==> config.mk <==
export PLATFORM = sky130hd
export DESIGN_NAME = mac_conventional_sequencer
export DESIGN_NICKNAME = d
export VERILOG_FILES = /design/src/rtl/mac_conventional_sequencer.sv
export SDC_FILE = /design/constraint.sdc
export NUM_CORES = 1
export LEC_CHECK = 0
export CORE_MARGIN = 5
export CORE_UTILIZATION = 35
export CTS_CLUSTER_DIAMETER = 120
export DETAILED_ROUTE_END_ITERATION = 8
export PLACE_DENSITY = 0.57
export SYNTH_ARGS = -nofsm -noshare
export SYNTH_HDL_FRONTEND = slang
export SYNTH_SLANG_ARGS = --single-unit
==> constraint.sdc <==
create_clock -name clk -period 2.1 [get_ports clk]
set_input_delay 0.42 -clock clk [delete_from_list [all_inputs] [get_ports clk]]
set_output_delay 0.42 -clock clk [all_outputs]
set_load 0.01 [all_outputs]
==> src/rtl/mac_conventional_sequencer.sv <==
// mac_conventional_sequencer: streams (w, a) operand pairs into one MAC
// instance, waits out the MAC pipeline after the last element, then presents
// the accumulated dot product on a valid/ready result port.
// Optional build macro: MAC_SEQ_OVF_DETECT_EN enables the sticky
// accumulator overflow-risk flag reported on out_ovf; when it is undefined
// out_ovf is tied low.
module mac_conventional_sequencer #(
    parameter  int W_WIDTH     = 8,
    parameter  int A_WIDTH     = 8,
    parameter  int PLUS_WIDTH  = 4,
    parameter  int MAC_LATENCY = 2,
    parameter  int LEN_WIDTH   = 16,
    localparam int Z_WIDTH     = W_WIDTH + A_WIDTH + PLUS_WIDTH
) (
    input  logic                 clk,
    input  logic                 rst_n,
    input  logic                 in_valid,
    output logic                 in_ready,
    input  logic [W_WIDTH-1:0]   in_w,
    input  logic [A_WIDTH-1:0]   in_a,
    input  logic                 in_last,
    output logic                 mac_rst,
    output logic                 mac_accu_rst,
    output logic [W_WIDTH-1:0]   mac_w,
    output logic [A_WIDTH-1:0]   mac_a,
    input  logic [Z_WIDTH-1:0]   mac_z,
    output logic                 out_valid,
    input  logic                 out_ready,
    output logic [Z_WIDTH-1:0]   out_z,
    output logic [LEN_WIDTH-1:0] out_len,
    output logic                 out_ovf
);

    typedef enum logic [2:0] {
        S_RESET,
        S_IDLE,
        S_ACCUM,
        S_DRAIN,
        S_HOLD
    } state_t;

    // All registered state of the block; every output is a field of this.
    typedef struct packed {
        state_t                 state;
        logic                   in_ready;
        logic                   mac_rst;
        logic                   mac_accu_rst;
        logic [W_WIDTH-1:0]     mac_w;
        logic [A_WIDTH-1:0]     mac_a;
        logic                   out_valid;
        logic [Z_WIDTH-1:0]     out_z;
        logic [LEN_WIDTH-1:0]   out_len;
        logic [LEN_WIDTH-1:0]   cnt;
        logic [3:0]             dcnt;
`ifdef MAC_SEQ_OVF_DETECT_EN
        logic                   ovf;
        logic                   out_ovf;
`endif
    } seq_regs_t;

    localparam logic [3:0]           DRAIN_INIT = 4'(MAC_LATENCY);
    localparam logic [LEN_WIDTH-1:0] CNT_FIRST  = LEN_WIDTH'(1);
`ifdef MAC_SEQ_OVF_DETECT_EN
    // Above this many elements the guard bits no longer cover the sum.
    localparam int unsigned OVF_LIMIT = 32'd1 << PLUS_WIDTH;
`endif

    seq_regs_t r, r_nxt;

    logic                 xfer;
    logic [LEN_WIDTH-1:0] cnt_inc;

    assign xfer    = in_valid & r.in_ready;
    assign cnt_inc = (&r.cnt) ? r.cnt : r.cnt + 1'b1;

    // State register; reset drops any partial vector and any held result.
    always_ff @(posedge clk or negedge rst_n) begin
        if (!rst_n) begin
            r         <= '0;
            r.state   <= S_RESET;
            r.mac_rst <= 1'b1;
        end else begin
            r <= r_nxt;
        end
    end

    // Next-state and next-output logic; the MAC sees zero operands unless a
    // transfer happens, so idle and drain cycles add nothing.
    always_comb begin
        r_nxt              = r;
        r_nxt.mac_w        = '0;
        r_nxt.mac_a        = '0;
        r_nxt.mac_accu_rst = 1'b0;
        case (r.state)
            S_RESET: begin
                r_nxt.mac_rst  = 1'b0;
                r_nxt.in_ready = 1'b1;
                r_nxt.state    = S_IDLE;
            end
            S_IDLE, S_ACCUM: begin
                if (xfer) begin
                    r_nxt.mac_w        = in_w;
                    r_nxt.mac_a        = in_a;
                    r_nxt.mac_accu_rst = (r.state == S_IDLE);
                    r_nxt.cnt          = (r.state == S_IDLE) ? CNT_FIRST : cnt_inc;
`ifdef MAC_SEQ_OVF_DETECT_EN
                    r_nxt.ovf = ((r.state == S_IDLE) ? 1'b0 : r.ovf)
                              | (32'(r_nxt.cnt) > OVF_LIMIT);
`endif
                    if (in_last) begin
                        r_nxt.in_ready = 1'b0;
                        r_nxt.dcnt     = DRAIN_INIT;
                        r_nxt.state    = S_DRAIN;
                    end else begin
                        r_nxt.state    = S_ACCUM;
                    end
                end
            end
            S_DRAIN: begin
                if (r.dcnt == 4'd0) begin
                    r_nxt.out_z     = mac_z;
                    r_nxt.out_len   = r.cnt;
                    r_nxt.out_valid = 1'b1;
`ifdef MAC_SEQ_OVF_DETECT_EN
                    r_nxt.out_ovf   = r.ovf;
`endif
                    r_nxt.state     = S_HOLD;
                end else begin
                    r_nxt.dcnt = r.dcnt - 4'd1;
                end
            end
            S_HOLD: begin
                if (r.out_valid && out_ready) begin
                    r_nxt.out_valid = 1'b0;
                    r_nxt.in_ready  = 1'b1;
                    r_nxt.state     = S_IDLE;
                end
            end
            default: begin
                r_nxt.state = S_RESET;
            end
        endcase
    end

    assign in_ready     = r.in_ready;
    assign mac_rst      = r.mac_rst;
    assign mac_accu_rst = r.mac_accu_rst;
    assign mac_w        = r.mac_w;
    assign mac_a        = r.mac_a;
    assign out_valid    = r.out_valid;
    assign out_z        = r.out_z;
    assign out_len      = r.out_len;
`ifdef MAC_SEQ_OVF_DETECT_EN
    assign out_ovf      = r.out_ovf;
`else
    assign out_ovf      = 1'b0;
`endif

endmodule

==> results.tsv <==
metric	value	unit
final core occ	45.0	%
worst reg2reg setup slack	290	ps
Sink Count	79	
Final Hold Fails	0	
VDD IR max	0.496	mV
CP max stage cell	dfstp_2	
width of the die	115	µm
Setup Viol. Count Final	0	
Synth Flop Type	dfrtp_1	
startpoint class of the critical path	register	
met3 Usage GRT	2.84	%
Total GRT Usage	13.5	%
CP Max Fanout	2	
core area	10800	µm²
commonest cells after routing, fill and taps aside	clkdlybuf4s50_1, dfrtp_1, mux2_1, nand2_1, and2_1	
DRC viols	0	
RSZ-0062 raised after global routing	false	
IO buf count	96	
num ports	98	
Hold Slack	464	ps
DR vias/cell	4.88	
met1 GRT Util	18.3	%
Switching Share	33.5	%
worst path cell trace	clkdlybuf4s50_1	
min-delay worst type	reg -> reg	
cell count after synthesis	352	
worst path arrival time	1410	ps
P_sw	1.84	mW
clock root cell	clkbuf_8	
GR Util met2	21.0	%
drt pass-1 iters	4	
Pwr Density	1130	nW/µm²
first-pass GRT wire length	14.0	mm
Area Growth Syn to Fin	26.5	%
minimum clock period	1830	ps
worst clock skew	9.79	ps
slew of the pin with the lowest slew margin	501	ps
Unique masters post-synth	51	
EDFF count, synth	0	
WL per Instance	15.2	µm
Fmax	545	MHz
max-slew violation count	0	
most common cell after layout, fill and taps aside	clkdlybuf4s50_1	
Nets	451	
fraction of layout cells with a size suffix above 1	11.2	%
Most Crowded Layer GR	met2	
Antenna Cells	0	
vias post-DR	2696	
crit-path max cell delay	530	ps
leakage power	2.12	nW
run status	completed	
Die Y	115	µm
syn_nets	395	
post-route ant nets	0	
initial core utilization	35.6	%
vias in the first global route	2695	
Pint	3.64	mW
Logic pwr share	38.7	%
Fin Setup TNS	0	ps
CTS tree	built	
GR Overflow Total	0	
Die Area	13200	µm²
antenna violations before repair	0	
yosys warns	0	
CP Data Required Time	1680	ps
max capacitance violation total	0	
level count of the clock H-tree	3	
drt initial violations	67	
Crit path max-delay family	flip-flops	
clock latency on the worst-skew pair	360	ps
final period utilization	87.3	%
final wirelength	8.41	mm
Synth async-reset ratio	100	%
Worst-path clk slew	80	ps
Site Rows	38	
RD Place Congestion	0.841	
Max transition margin	66.6	%
CTS Buf Count	9	
Worst Setup Path Type	reg -> out	
mean post-synth cell area	10.9	µm²
DP HPWL	6.15	mm
sequential share of the synthesized area	51.5	%
power share of the clock group	20.3	%
Longest Clk Path Bufs	2	
Post-Syn Area	3840	µm²
largest net degree at the start of global routing	32	
share of power burned in registers	41.0	%
flops & latches, synth	79	
Worst Path Buf+Inv	1	
crit end category	output port	
==> cells in the mapped netlist, types with 2 or more instances <==
cell / count / area, µm²
a211oi_1: 3 / 22.5
nand4_1: 2 / 12.5
a41oi_1: 4 / 35.0
inv_1: 7 / 26.3
buf_2: 9 / 45.0
and2_1: 20 / 125
nor2b_1: 2 / 12.5
a31oi_1: 11 / 68.8
or3_1: 4 / 25.0
nor2_1: 8 / 30.0
a21o_1: 3 / 22.5
dfrtp_1: 78 / 1950
mux2_2: 4 / 45.0
nand3_1: 16 / 80.1
o221ai_1: 2 / 17.5
o21ai_1: 3 / 15.0
clkbuf_1: 4 / 15.0
ha_1: 2 / 25.0
mux2_1: 30 / 338
nor3_1: 4 / 20.0
a21oi_2: 2 / 17.5
and3_1: 5 / 31.3
o21ai_0: 11 / 55.1
nand2b_1: 3 / 18.8
a21oi_1: 14 / 70.1
o21a_1: 2 / 15.0
buf_4: 53 / 398
nand2_1: 23 / 86.3
==> cell type report <==
class / count / area [µm²]
clock buffers: 10 / 128
clock inverters: 5 / 58.8
fillers: 1051 / 5930
inverters: 7 / 26.3
multi-input cells: 199 / 1390
flip-flops and latches: 79 / 1980
well taps: 140 / 175
repair buffers: 112 / 1110
==> state kept, by name, summed over array words and instances (netlist names) <==
register      cells
out_len          16
out_z            20
out_valid         1
r                23
in_ready          1
mac_rst           1
mac_a             8
mac_w             8
mac_accu_rst      1
==> power by group through the flow <==
stage / Sequential (mW) / Combinational [mW] / Clock, mW
detailed placement: 2.28 / 2.15 / 0
CTS: 2.25 / 2.16 / 1.15
global placement: 2.26 / 2.12 / 0
global route: 2.32 / 2.35 / 1.22
finish: 2.25 / 2.12 / 1.11
floorplan: 2.19 / 1.51 / 0
==> routing by layer <==
metal / vias to the layer above / wire length, µm
met5: - / 0
met4: 0 / 155
met3: 12 / 406
met2: 74 / 3890
met1: 1319 / 3960
li1: 1291 / -
==> per-stage QoR <==
step	instances	instance area [µm²]	power, mW	setup slack (ps)
2_1_floorplan	352	3840	3.69	435
6_report	552	4860	5.48	266
3_3_place_gp	536	4660	4.39	41.9
4_1_cts	552	4850	5.56	160
3_5_place_dp	536	4660	4.43	5.34
5_1_grt	552	4860	5.89	126
==> cells by family after synthesis <==
family                   Yosys count  share of synthesized area [%]
AO/OA/AOI/OAI                     63                           10.7
buffers and inverters             74                           12.7
AND/OR/NAND/NOR                   97                           13.9
XOR/XNOR                           1                          0.228
flip-flops                        79                           51.5
multiplexers                      35                           10.2
adder cells (fa/ha/maj)            2                          0.651
other                              1                         0.0976
==> worst paths after layout <==
kind	start	end	cells past startpoint
setup / recovery	mac_rst$_DFFE_PN1N_	mac_rst	1
hold / removal	mac_rst$_DFFE_PN1N_	mac_rst$_DFFE_PN1N_	1
setup reg to reg	r[6]$_DFFE_PN0P_	r[19]$_DFFE_PN0P_	5
hold reg to reg	mac_rst$_DFFE_PN1N_	mac_rst$_DFFE_PN1N_	1
max in group asynchronous	rst_n	out_z[9]$_DFFE_PN0P_	3
min in group asynchronous	rst_n	mac_w[7]$_DFF_PN0_	2
==> timing repair <==
| action | 4_1_cts | 5_1_grt |
|---|---|---|
| gates resized for setup | 0 | 1 |
| setup buffers | 0 | 0 |
| endpoints found under the hold margin | 25 | 0 |
| endpoints found under the setup margin | 0 | 1 |
| hold buffers | 1 | 0 |
Power figures use the tool's default switching activity.
